===== src/rtl/tcam_prog_pkg.sv =====
// Shared types for the TCAM programming scheduler: op codes, sequencer states,
// requester source encoding and the per-op state-walk helpers.
package tcam_prog_pkg;

    typedef enum logic [1:0] {
        OP_ADD     = 2'b00,
        OP_DEL     = 2'b01,
        OP_SETDEF  = 2'b10,
        OP_ILLEGAL = 2'b11
    } op_e;

    typedef enum logic [2:0] {
        IDLE, VINV, MASK, ACT, VAL, DMASK, DEF, DONE
    } state_e;

    localparam logic SRC_HOST  = 1'b0;
    localparam logic SRC_LEARN = 1'b1;

    // First state entered when a command is accepted.
    function automatic state_e first_state(op_e op);
        case (op)
            OP_ADD, OP_DEL: return VINV;
            OP_SETDEF:      return DEF;
            default:        return DONE;
        endcase
    endfunction

    // Successor of a write state once its write has been issued.
    function automatic state_e next_state(state_e s, op_e op);
        case (s)
            VINV:            return (op == OP_ADD) ? MASK : DMASK;
            MASK:            return ACT;
            ACT:             return VAL;
            VAL, DMASK, DEF: return DONE;
            default:         return IDLE;
        endcase
    endfunction

    function automatic logic is_write(state_e s);
        return s inside {VINV, MASK, ACT, VAL, DMASK, DEF};
    endfunction

endpackage


===== src/rtl/tcam_prog_sched_if.sv =====
// Rule-command request channel: one instance per requester (host CSR, learn engine).
interface tcam_prog_sched_if #(
    parameter int AW       = 4,
    parameter int KEY_W    = 128,
    parameter int ACTION_W = 64
);
    logic                valid;
    logic                ready;
    logic [1:0]          op;
    logic [AW-1:0]       addr;
    logic [KEY_W-1:0]    key;
    logic [KEY_W-1:0]    mask;
    logic [ACTION_W-1:0] action;

    modport master (output valid, op, addr, key, mask, action, input ready);
    modport slave  (input valid, op, addr, key, mask, action, output ready);
endinterface


===== src/rtl/rr_arb2.sv =====
// Two-requester round-robin arbiter; bit 0 = host, bit 1 = learn.
module rr_arb2 (
    input  logic       clk,
    input  logic       rst_n,
    input  logic [1:0] req,
    input  logic       accept,
    output logic [1:0] grant
);
    logic rr_last;  // 1: learn was granted last

    always_comb begin
        grant = 2'b00;
        case (req)
            2'b01:   grant = 2'b01;
            2'b10:   grant = 2'b10;
            2'b11:   grant = rr_last ? 2'b01 : 2'b10;
            default: grant = 2'b00;
        endcase
    end

    // Reset to "learn last" so the host wins the first tie.
    always_ff @(posedge clk or negedge rst_n) begin
        if (!rst_n)      rr_last <= 1'b1;
        else if (accept) rr_last <= grant[1];
    end
endmodule


===== src/rtl/tcam_prog_sched.sv =====
// Arbitrates host/learn rule commands and expands each into ordered single-cycle
// TCAM/action write pulses. Optional lookup quiescing: define TCAM_PROG_QUIESCE_EN.
module tcam_prog_sched
    import tcam_prog_pkg::*;
#(
    parameter int               TCAM_ENTRIES = 16,
    parameter int               KEY_W        = 128,
    parameter int               ACTION_W     = 64,
    parameter logic [KEY_W-1:0] DEL_PATTERN  = {KEY_W{1'b1}},
    parameter int               QUIESCE_MAX  = 32,
    localparam int              AW           = $clog2(TCAM_ENTRIES)
) (
    input  logic                clk,
    input  logic                rst_n,
    tcam_prog_sched_if.slave    h_req,
    tcam_prog_sched_if.slave    l_req,
    input  logic                lookup_active,
    output logic                tcam_wr_en,
    output logic                tcam_wr_is_mask,
    output logic [AW-1:0]       tcam_wr_addr,
    output logic [KEY_W-1:0]    tcam_wr_data,
    output logic                action_wr_en,
    output logic [AW-1:0]       action_wr_addr,
    output logic [ACTION_W-1:0] action_wr_data,
    output logic                action_wr_default,
    output logic [ACTION_W-1:0] action_default_data,
    output logic                done_valid,
    output logic                done_src,
    output logic                done_err,
    output logic                busy
);

    typedef struct packed {
        logic                tcam_en;
        logic                is_mask;
        logic [AW-1:0]       tcam_addr;
        logic [KEY_W-1:0]    tcam_data;
        logic                act_en;
        logic [AW-1:0]       act_addr;
        logic [ACTION_W-1:0] act_data;
        logic                act_def;
        logic [ACTION_W-1:0] def_data;
    } wr_t;

    // Write pulse owned by each write state; fields not used by the state stay zero.
    function automatic wr_t wr_for(state_e s, logic [AW-1:0] addr, logic [KEY_W-1:0] key,
                                   logic [KEY_W-1:0] mask, logic [ACTION_W-1:0] action);
        wr_t w;
        w = '0;
        case (s)
            VINV:  begin w.tcam_en = 1'b1; w.tcam_addr = addr; w.tcam_data = DEL_PATTERN; end
            MASK:  begin w.tcam_en = 1'b1; w.is_mask = 1'b1; w.tcam_addr = addr; w.tcam_data = mask; end
            ACT:   begin w.act_en = 1'b1; w.act_addr = addr; w.act_data = action; end
            VAL:   begin w.tcam_en = 1'b1; w.tcam_addr = addr; w.tcam_data = key; end
            DMASK: begin w.tcam_en = 1'b1; w.is_mask = 1'b1; w.tcam_addr = addr; w.tcam_data = '1; end
            DEF:   begin w.act_def = 1'b1; w.def_data = action; end
            default: ;
        endcase
        return w;
    endfunction

    state_e              state, first, nxt;
    op_e                 sel_op, lat_op;
    logic                sel_src, lat_src;
    logic [AW-1:0]       sel_addr, lat_addr;
    logic [KEY_W-1:0]    sel_key, sel_mask, lat_key, lat_mask;
    logic [ACTION_W-1:0] sel_action, lat_action;
    logic [1:0]          grant;
    logic                idle, accept;
    wr_t                 wr;
    logic                wr_fired, go_entry, go_stall;

    // NOTE: ready is gated with rst_n so neither requester sees ready while reset is held.
    assign idle        = (state == IDLE) && rst_n;
    assign accept      = idle && (grant != 2'b00);
    assign h_req.ready = idle && grant[0];
    assign l_req.ready = idle && grant[1];

    rr_arb2 u_arb (
        .clk    (clk),
        .rst_n  (rst_n),
        .req    ({l_req.valid, h_req.valid}),
        .accept (accept),
        .grant  (grant)
    );

    assign sel_src    = grant[1];
    assign sel_op     = op_e'(grant[1] ? l_req.op : h_req.op);
    assign sel_addr   = grant[1] ? l_req.addr   : h_req.addr;
    assign sel_key    = grant[1] ? l_req.key    : h_req.key;
    assign sel_mask   = grant[1] ? l_req.mask   : h_req.mask;
    assign sel_action = grant[1] ? l_req.action : h_req.action;

    assign first    = first_state(sel_op);
    assign nxt      = next_state(state, lat_op);
    assign wr_fired = wr.tcam_en || wr.act_en || wr.act_def;

`ifdef TCAM_PROG_QUIESCE_EN
    localparam int CNT_W = $clog2(QUIESCE_MAX + 1);
    logic [CNT_W-1:0] stall_cnt;

    // Counts stalled cycles of the current write state; the write is forced on the
    // edge where the count reaches QUIESCE_MAX.
    always_ff @(posedge clk or negedge rst_n) begin
        if (!rst_n)                           stall_cnt <= '0;
        else if (!is_write(state) || wr_fired) stall_cnt <= '0;
        else if (stall_cnt != CNT_W'(QUIESCE_MAX)) stall_cnt <= stall_cnt + CNT_W'(1);
    end

    assign go_entry = !lookup_active;
    assign go_stall = !lookup_active || (stall_cnt + CNT_W'(1) == CNT_W'(QUIESCE_MAX));
`else
    logic unused_lookup;
    assign unused_lookup = lookup_active;
    assign go_entry      = 1'b1;
    assign go_stall      = 1'b1;
`endif

    // Outputs are registered: the write for a state is loaded on the edge that enters
    // (or un-stalls) it, and the state advances on the edge after the pulse.
    always_ff @(posedge clk or negedge rst_n) begin
        if (!rst_n) begin
            state      <= IDLE;
            wr         <= '0;
            done_valid <= 1'b0;
            done_src   <= 1'b0;
            done_err   <= 1'b0;
            lat_op     <= OP_ADD;
            lat_src    <= SRC_HOST;
            lat_addr   <= '0;
            lat_key    <= '0;
            lat_mask   <= '0;
            lat_action <= '0;
        end else begin
            wr         <= '0;
            done_valid <= 1'b0;
            done_src   <= 1'b0;
            done_err   <= 1'b0;
            case (state)
                IDLE: if (accept) begin
                    lat_op     <= sel_op;
                    lat_src    <= sel_src;
                    lat_addr   <= sel_addr;
                    lat_key    <= sel_key;
                    lat_mask   <= sel_mask;
                    lat_action <= sel_action;
                    state      <= first;
                    if (first == DONE) begin
                        done_valid <= 1'b1;
                        done_src   <= sel_src;
                        done_err   <= 1'b1;
                    end else if (go_entry) begin
                        wr <= wr_for(first, sel_addr, sel_key, sel_mask, sel_action);
                    end
                end
                DONE: state <= IDLE;
                default: begin
                    if (wr_fired) begin
                        state <= nxt;
                        if (nxt == DONE) begin
                            done_valid <= 1'b1;
                            done_src   <= lat_src;
                        end else if (go_entry) begin
                            wr <= wr_for(nxt, lat_addr, lat_key, lat_mask, lat_action);
                        end
                    end else if (go_stall) begin
                        wr <= wr_for(state, lat_addr, lat_key, lat_mask, lat_action);
                    end
                end
            endcase
        end
    end

    assign tcam_wr_en          = wr.tcam_en;
    assign tcam_wr_is_mask     = wr.is_mask;
    assign tcam_wr_addr        = wr.tcam_addr;
    assign tcam_wr_data        = wr.tcam_data;
    assign action_wr_en        = wr.act_en;
    assign action_wr_addr      = wr.act_addr;
    assign action_wr_data      = wr.act_data;
    assign action_wr_default   = wr.act_def;
    assign action_default_data = wr.def_data;
    assign busy                = (state != IDLE);

endmodule


===== src/flat_wrapper.sv =====
// flat-port wrapper written by rule: the top's interface ports become plain ports
module tcam_prog_sched_flat import tcam_prog_pkg::*;
#(
    parameter int               TCAM_ENTRIES = 16,
    parameter int               KEY_W        = 128,
    parameter int               ACTION_W     = 64,
    parameter logic [KEY_W-1:0] DEL_PATTERN  = {KEY_W{1'b1}},
    parameter int               QUIESCE_MAX  = 32,
    localparam int              AW           = $clog2(TCAM_ENTRIES)
)
  (clk, rst_n, lookup_active, tcam_wr_en, tcam_wr_is_mask, tcam_wr_addr, tcam_wr_data, action_wr_en, action_wr_addr, action_wr_data, action_wr_default, action_default_data, done_valid, done_src, done_err, busy, h_req_valid, h_req_op, h_req_addr, h_req_key, h_req_mask, h_req_action, h_req_ready, l_req_valid, l_req_op, l_req_addr, l_req_key, l_req_mask, l_req_action, l_req_ready);
  tcam_prog_sched_if #(.AW((4)), .KEY_W(KEY_W), .ACTION_W(ACTION_W)) h_req_i ();
  tcam_prog_sched_if #(.AW((4)), .KEY_W(KEY_W), .ACTION_W(ACTION_W)) l_req_i ();
  input  logic clk;
  input  logic rst_n;
  input  logic lookup_active;
  output logic tcam_wr_en;
  output logic tcam_wr_is_mask;
  output logic [AW-1:0] tcam_wr_addr;
  output logic [KEY_W-1:0] tcam_wr_data;
  output logic action_wr_en;
  output logic [AW-1:0] action_wr_addr;
  output logic [ACTION_W-1:0] action_wr_data;
  output logic action_wr_default;
  output logic [ACTION_W-1:0] action_default_data;
  output logic done_valid;
  output logic done_src;
  output logic done_err;
  output logic busy;
  input wire logic [$bits(h_req_i.valid)-1:0] h_req_valid;
  input wire logic [$bits(h_req_i.op)-1:0] h_req_op;
  input wire logic [$bits(h_req_i.addr)-1:0] h_req_addr;
  input wire logic [$bits(h_req_i.key)-1:0] h_req_key;
  input wire logic [$bits(h_req_i.mask)-1:0] h_req_mask;
  input wire logic [$bits(h_req_i.action)-1:0] h_req_action;
  output wire logic [$bits(h_req_i.ready)-1:0] h_req_ready;
  input wire logic [$bits(l_req_i.valid)-1:0] l_req_valid;
  input wire logic [$bits(l_req_i.op)-1:0] l_req_op;
  input wire logic [$bits(l_req_i.addr)-1:0] l_req_addr;
  input wire logic [$bits(l_req_i.key)-1:0] l_req_key;
  input wire logic [$bits(l_req_i.mask)-1:0] l_req_mask;
  input wire logic [$bits(l_req_i.action)-1:0] l_req_action;
  output wire logic [$bits(l_req_i.ready)-1:0] l_req_ready;
  assign h_req_i.valid = h_req_valid;
  assign h_req_i.op = h_req_op;
  assign h_req_i.addr = h_req_addr;
  assign h_req_i.key = h_req_key;
  assign h_req_i.mask = h_req_mask;
  assign h_req_i.action = h_req_action;
  assign h_req_ready = h_req_i.ready;
  assign l_req_i.valid = l_req_valid;
  assign l_req_i.op = l_req_op;
  assign l_req_i.addr = l_req_addr;
  assign l_req_i.key = l_req_key;
  assign l_req_i.mask = l_req_mask;
  assign l_req_i.action = l_req_action;
  assign l_req_ready = l_req_i.ready;
  tcam_prog_sched #(.TCAM_ENTRIES(TCAM_ENTRIES), .KEY_W(KEY_W), .ACTION_W(ACTION_W), .DEL_PATTERN(DEL_PATTERN), .QUIESCE_MAX(QUIESCE_MAX)) u_core (.clk(clk), .rst_n(rst_n), .h_req(h_req_i), .l_req(l_req_i), .lookup_active(lookup_active), .tcam_wr_en(tcam_wr_en), .tcam_wr_is_mask(tcam_wr_is_mask), .tcam_wr_addr(tcam_wr_addr), .tcam_wr_data(tcam_wr_data), .action_wr_en(action_wr_en), .action_wr_addr(action_wr_addr), .action_wr_data(action_wr_data), .action_wr_default(action_wr_default), .action_default_data(action_default_data), .done_valid(done_valid), .done_src(done_src), .done_err(done_err), .busy(busy));
endmodule

===== config.mk =====
export PLATFORM = sky130hd
export DESIGN_NAME = tcam_prog_sched_flat
export DESIGN_NICKNAME = d
export VERILOG_FILES = /design/src/rtl/tcam_prog_pkg.sv /design/src/rtl/tcam_prog_sched_if.sv /design/src/rtl/rr_arb2.sv /design/src/rtl/tcam_prog_sched.sv /design/src/flat_wrapper.sv
export SDC_FILE = /design/constraint.sdc
export NUM_CORES = 1
export LEC_CHECK = 0
export BUFFER_PORTS_ARGS = -buffer_cell sky130_fd_sc_hd__buf_2
export CAP_MARGIN = 25
export CELL_PAD_IN_SITES_DETAIL_PLACEMENT = 0
export CELL_PAD_IN_SITES_GLOBAL_PLACEMENT = 1
export CORE_AREA = 8 8 360 362
export DETAILED_ROUTE_END_ITERATION = 16
export DIE_AREA = 0 0 368 370
export GPL_ROUTABILITY_DRIVEN = 0
export PLACE_DENSITY = 0.6
export SETUP_SLACK_MARGIN = 0.05
export SYNTH_ARGS = -nofsm -noshare
export SYNTH_HDL_FRONTEND = slang
export SYNTH_SLANG_ARGS = --single-unit

===== constraint.sdc =====
create_clock -name clk -period 1.8 [get_ports clk]
set_clock_uncertainty 0.05 [all_clocks]
set_input_delay 0.09 -clock clk [delete_from_list [all_inputs] [get_ports clk]]
set_output_delay 0.09 -clock clk [all_outputs]
set_load 0.005 [all_outputs]

### Word-level counts from Yosys, hierarchy flattened

Cells that the tools add are included.

* reductions and logical operators: 25
* multiplexer cells: 44
* equal/unequal tests: 27

Operator list (number)
* $pmux W132 S3: 3
* $mux W268: 4
* $pmux W268 S2: 1
* $mux W128: 2
* $mux W69: 3
* $mux W65: 3
* $mux W64: 1
* $eq A3 B3 Y1 const B: 12
* $eq A3 B2 Y1 const B: 6
* $mux W1: 15
* $reduce_or A2 Y1: 7
* $pmux W3 S2: 2
* $pmux W3 S4: 1
* $reduce_or A4 Y1: 3
* $eq A3 B1 Y1 const B: 3
* $mux W3: 3
* $eq A2 B2 Y1 const B: 3
* $pmux W2 S3: 1
* $reduce_bool A3 Y1: 2
* $eq A2 B1 Y1 const B: 2
* $logic_and A1 B1 Y1: 4
* $logic_not A2 Y1: 2
* $mux W2: 2
* $mux W4: 1
* other kinds (7): 10

* input bits: 657
* output and inout bits: 274
* logic and storage cells: 116
* register bits: 602

### Depth between registers and ports, before layout

* word-level depth: 12
* depth in mapped cells: 9
* gate-level depth less buffers: 5

### Cells and area by module

A second synthesis with hierarchy kept.

* cell total of the unflattened synthesis: 2755
* area total of the unflattened synthesis: 28105.7 sq um

By module, submodules not included
* tcam_prog_sched: instances 1, cells each 2750, sequential area each 15039.4 sq um, area an instance 28041.9 sq um
* rr_arb2: instances 1, cells each 5, sequential area each 26.3 sq um, area an instance 63.8 sq um

### Worst setup path before layout

OpenSTA, ideal clock, no wires.

* path kind: register to register
* start: register u_core.state[2]
* end: register u_core.lat_action[61]
* data arrival time: 1.648 ns
* data required time: 1.614 ns
* library setup time: 0.136 ns
* buffers on the path: 4
* clock period less this slack: 1.834 ns
* setup slack: -0.034 ns
* cell stages (with the launch flop): 10
* cell sequence: dfrtp_1 -> buf_6 -> nor3_4 -> inv_2 -> or2_4 -> buf_6 -> clkbuf_1 -> buf_2 -> nand2_1 -> o21ai_0

* word-level cells in the longest chain between the ends: 4

RTL lines
* start: declaration: RTL line tcam_prog_sched.sv:62 `state_e state, first, nxt;`
* start signal: assignment: RTL line tcam_prog_sched.sv:147 `state <= first;`
* start signal: assignment: RTL line tcam_prog_sched.sv:159 `state <= nxt;`
* $logic_not A3 Y1 *: RTL line tcam_prog_sched.sv:74, tcam_prog_sched.sv:139
* $logic_and A1 B1 Y1: RTL line tcam_prog_sched.sv:74 `assign idle = (state == IDLE) && rst_n;`
* $logic_and A1 B1 Y1: RTL line tcam_prog_sched.sv:75 `assign accept = idle && (grant != 2'b00);`
* $reduce_and A2 Y1 (no line) *
* end signal: assignment: RTL line tcam_prog_sched.sv:146 `lat_action <= sel_action;`
* end: declaration: RTL line tcam_prog_sched.sv:67 `logic [ACTION_W-1:0] sel_action, lat_action;`

Every way passes the cells marked *; elsewhere a longest branch is shown, timed or not.
A chain may end at the register's enable or synchronous reset.

### Worst setup path after layout

* start: register u_core.state[1]
* end: register u_core.wr (netlist bit u_core.tcam_wr_data[82])

* word-level cells in the longest chain between the ends: 9
* elaborated cells on any way between the ends: 25
* those cells by class: 12 x eq/ne; 7 x mux; 6 x reduce/logical

RTL lines
* $eq A3 B3 Y1, on equally long branches: RTL line tcam_prog_pkg.sv:30, tcam_prog_sched.sv:50
* $reduce_or A3 Y1: RTL line tcam_prog_pkg.sv:30 `case (s)`
* $pmux W3 S4: RTL line tcam_prog_pkg.sv:30
* $eq A3 B1 Y1 or $eq A3 B3 Y1 (tied branches): RTL line tcam_prog_sched.sv:50 `case (s)`
* $reduce_or A2 Y1 (no line)
* $pmux W132 S3: RTL line tcam_prog_sched.sv:50
* $mux W268: RTL line tcam_prog_sched.sv:160 `if (nxt == DONE) begin`
* $mux W268: RTL line tcam_prog_sched.sv:158 `if (wr_fired) begin`
* $pmux W268 S2 *: RTL line tcam_prog_sched.sv:139 `case (state)`
* end signal: assignment: RTL line tcam_prog_sched.sv:153 `wr <= wr_for(first, sel_addr, sel_key, sel_mask, sel_action);`
* end signal: assignment: RTL line tcam_prog_sched.sv:164 `wr <= wr_for(nxt, lat_addr, lat_key, lat_mask, lat_action);`
* end signal: assignment: RTL line tcam_prog_sched.sv:167 `wr <= wr_for(state, lat_addr, lat_key, lat_mask, lat_action);`
* end: declaration: RTL line tcam_prog_sched.sv:70 `wr_t wr;`

Marks and branches as above.

==> impl_metrics.env <==
export IMPL_cp_arrival_ns=2.50
export IMPL_fmax_ghz=0.496
export IMPL_cp_max_fo=15
export IMPL_syn_num_nets=3703
export IMPL_drive_gt1_share_pct=29.6
export IMPL_cts_buffers=75
export IMPL_vias=31154
export IMPL_cap_viol_max_count=0
export IMPL_clkTransAtPathRegs_ns=0.06
export IMPL_cpMostUsedCell="buf_12"
export IMPL_ir_worst_vdd_mv=1.20
export IMPL_setup_viol=566
export IMPL_nets=5344
export IMPL_floorplan_die_area_um2=136000
export IMPL_yosysTopAreaCell="dfrtp_1"
export IMPL_drc_errors=0
export IMPL_grt_pass1_vias=31106
export IMPL_grt_pass1_wl_um=214000
export IMPL_crit_type="flip-flop to flip-flop"
export IMPL_yosysMostFrequentCell="nand2_1"
export IMPL_synth_edf_count=0
export IMPL_synth_area_um2=27600
export IMPL_antenna_left=0
export IMPL_rows=130
export IMPL_cp_slowest_stage_delay_ns=0.44
export IMPL_synthFlopType="dfrtp_1"
export IMPL_cts_max_path_buffers=3
export IMPL_vias_per_cell=4.87
export IMPL_status="finished, violations left"
export IMPL_p_total_uw=72500
export IMPL_overflow=0
export IMPL_period_minus_slack_ns=2.01
export IMPL_core_area_um2=124000
export IMPL_yosys_warnings=0
export IMPL_cp_startpoint="u_core.state[1]"
export IMPL_dr_first_iter_drc_count=2792
export IMPL_io_pins=931
export IMPL_required_ns=2.29
export IMPL_antenna_found_initial=22
export IMPL_die_h_um=370
export IMPL_slew_viol_final=0
export IMPL_startpoint_type="flip-flop"
export IMPL_synthCells=3046
export IMPL_hold_ws_ns=0.175
export IMPL_grt_use_total_pct=20.4
export IMPL_grt_max_degree=140
export IMPL_synth_area_leaders="dfrtp_1, nand2_1, a31oi_1, nor2_1, a21oi_1"
export IMPL_worst_slew_margin_rel_pct=43.4
export IMPL_max_slew_worst_pin_slew_ns=0.849
export IMPL_rsz0062_at_grt="yes"
export IMPL_dieWidth_um=368
export IMPL_r2r_setup_slack_ns=-0.21
export IMPL_ys_ff_latch=602
export IMPL_hpwl_um=99700
export IMPL_wl_per_cell_um=23.9
export IMPL_async_flop_share_pct=100
export IMPL_worstPathCellList="buf_8, clkinvlp_4, nor3_4, buf_12, buf_12, clkbuf_16, a221oi_1, o221ai_1"
export IMPL_cts_sinks=602
export IMPL_finalHoldViolCount=0
export IMPL_cts_htree_levels=3
export IMPL_critPathTopFamily="buffers and inverters"
export IMPL_violations="negative setup slack"
export IMPL_clock_latency_ns=0.65
export IMPL_p_leak_uw=0.0219
export IMPL_period_share_pct=112
export IMPL_path_buf_inv=5
export IMPL_cts_tree="built"
export IMPL_avgSynthCellArea_um2=9.05
export IMPL_cp_slowest_cell="dfrtp_4"
export IMPL_ys_types=41
export IMPL_holdCritPathClass="primary input to flip-flop"
export IMPL_yosysTopAreaCellShare_pct=54.6
export IMPL_fin_ws_ns=-0.215
export IMPL_initial_core_util_pct=22.2
export IMPL_min_from="l_req_valid"
export IMPL_finalWirelength_um=153000
export IMPL_synth_sequential_area_ratio_pct=54.7
export IMPL_cts_root_buf="clkbuf_16"
export IMPL_portBuffers=929
export IMPL_tns_ns=-56.81
export IMPL_drt_first_pass_iters=8
export IMPL_reg2reg_from="u_core.state[1]"
export IMPL_ys_top_cells_by_count="nand2_1, dfrtp_1, nor2_1"
export IMPL_syn_to_final_growth_pct=71.1
export IMPL_endpoint_kind="flip-flop"
export IMPL_powerDensity_nw_per_um2=1540
## cells in the final DEF, fill, tap and decap left out, types with 3 or more instances in the layout
cell / count
o221ai_1: 126
clkinv_16: 3
clkbuf_8: 17
bufbuf_16: 3
dfrtp_4: 3
o21ai_0: 122
clkinv_2: 12
clkinvlp_4: 4
a221oi_1: 106
clkbuf_1: 14
nand2_2: 3
clkbuf_16: 102
dlygate4sd3_1: 657
nand2b_1: 3
a31oi_4: 3
nand2_1: 650
nand3_4: 3
buf_16: 27
a221oi_2: 21
a31oi_1: 249
and2_1: 68
o21ai_1: 14
nand3_1: 4
buf_2: 926
buf_6: 22
a21oi_1: 262
buf_8: 9
mux2i_1: 68
a31oi_2: 5
diode_2: 10
nor3_4: 3
nor2_4: 10
buf_4: 103
nor2_1: 381
buf_12: 95
dfrtp_1: 598
## per-stage QoR
step	setup WS, ns	area, um^2	std cells	utilization [%]
floorplan	-0.0138	27600	3046	-
global placement	-0.431	35500	5508	28.6
detailed placement	-0.445	35500	5508	28.6
CTS	-0.273	45300	6317	36.5
global route	-0.305	47200	6399	37.9
finish	-0.215	47200	6402	37.9
## cell families after synthesis
group	synth area share, %
flops	54.7
mux	2.54
simple gates	16.4
compound gates	21.7
buf+inv	4.72
## area by class of cell
class / count / area [um^2]
fill: 12382 / 77100
timing repair buffer: 1868 / 15800
antenna: 10 / 25.0
sequential: 602 / 15100
multi-input combinational: 2136 / 11700
clock buffer: 107 / 2190
clock inverter: 25 / 308
tap: 1650 / 2060
inverter: 4 / 22.5
## worst paths after layout
| check | to | depth (start not counted) |
|---|---|---|
| worst min register to register | u_core.action_default_data[31] | 2 |
| worst max-delay path | u_core.tcam_wr_data[82] | 8 |
| worst max register to register | u_core.tcam_wr_data[82] | 8 |
| worst min-delay path | u_core.lat_op[0] | 5 |
| max in group asynchronous | u_core.state[1] | 4 |
| min in group asynchronous | u_core.done_err | 4 |
## sequential cells by signal (all words and copies together) (netlist names)
register                    count
u_core.done_err                 1
u_core.tcam_wr_data           128
u_core.action_default_data     64
u_core.tcam_wr_addr             4
u_core.done_src                 1
u_core.tcam_wr_en               1
u_core.state                    3
u_core.lat_src                  1
u_core.lat_mask               128
u_core.action_wr_en             1
u_core.lat_addr                 4
u_core.action_wr_addr           4
u_core.lat_action              64
u_core.action_wr_default        1
u_core.tcam_wr_is_mask          1
u_core.done_valid               1
u_core.lat_op                   2
u_core.u_arb.rr_last            1
u_core.lat_key                128
u_core.action_wr_data          64
## layer usage
layer / GRT usage, % / routed length, um / vias up
li1: - / - / 14113
met5: 0 / 102 / -
met2: 33.8 / 72800 / 1430
met3: 4.53 / 10400 / 310
met1: 26.2 / 63700 / 15285
met4: 7.13 / 5810 / 16
## power by group
part / internal (uW) / total (uW) / switching, uW
clock: 8860 / 15400 / 6530
combinational: 15200 / 33200 / 18000
sequential: 19000 / 23900 / 4970
total: 43000 / 72500 / 29500
## what timing repair did
action                                   CTS  global route
hold buffers                             657             0
gates resized for setup                   76           128
pin swaps                                  9            18
endpoints found under the hold margin   1001             0
cloned                                    10            30
endpoints found under the setup margin   547           592
buffers inserted                          10            47
## worst register-to-register path: stages, from the launching register on
cell and delay (ns):
dfrtp_4 0.44, buf_8 0.15, clkinvlp_4 0.17, nor3_4 0.25
buf_12 0.21, buf_12 0.13, clkbuf_16 0.18, a221oi_1 0.10
o221ai_1 0.21
(Power assumes the default switching activity.)
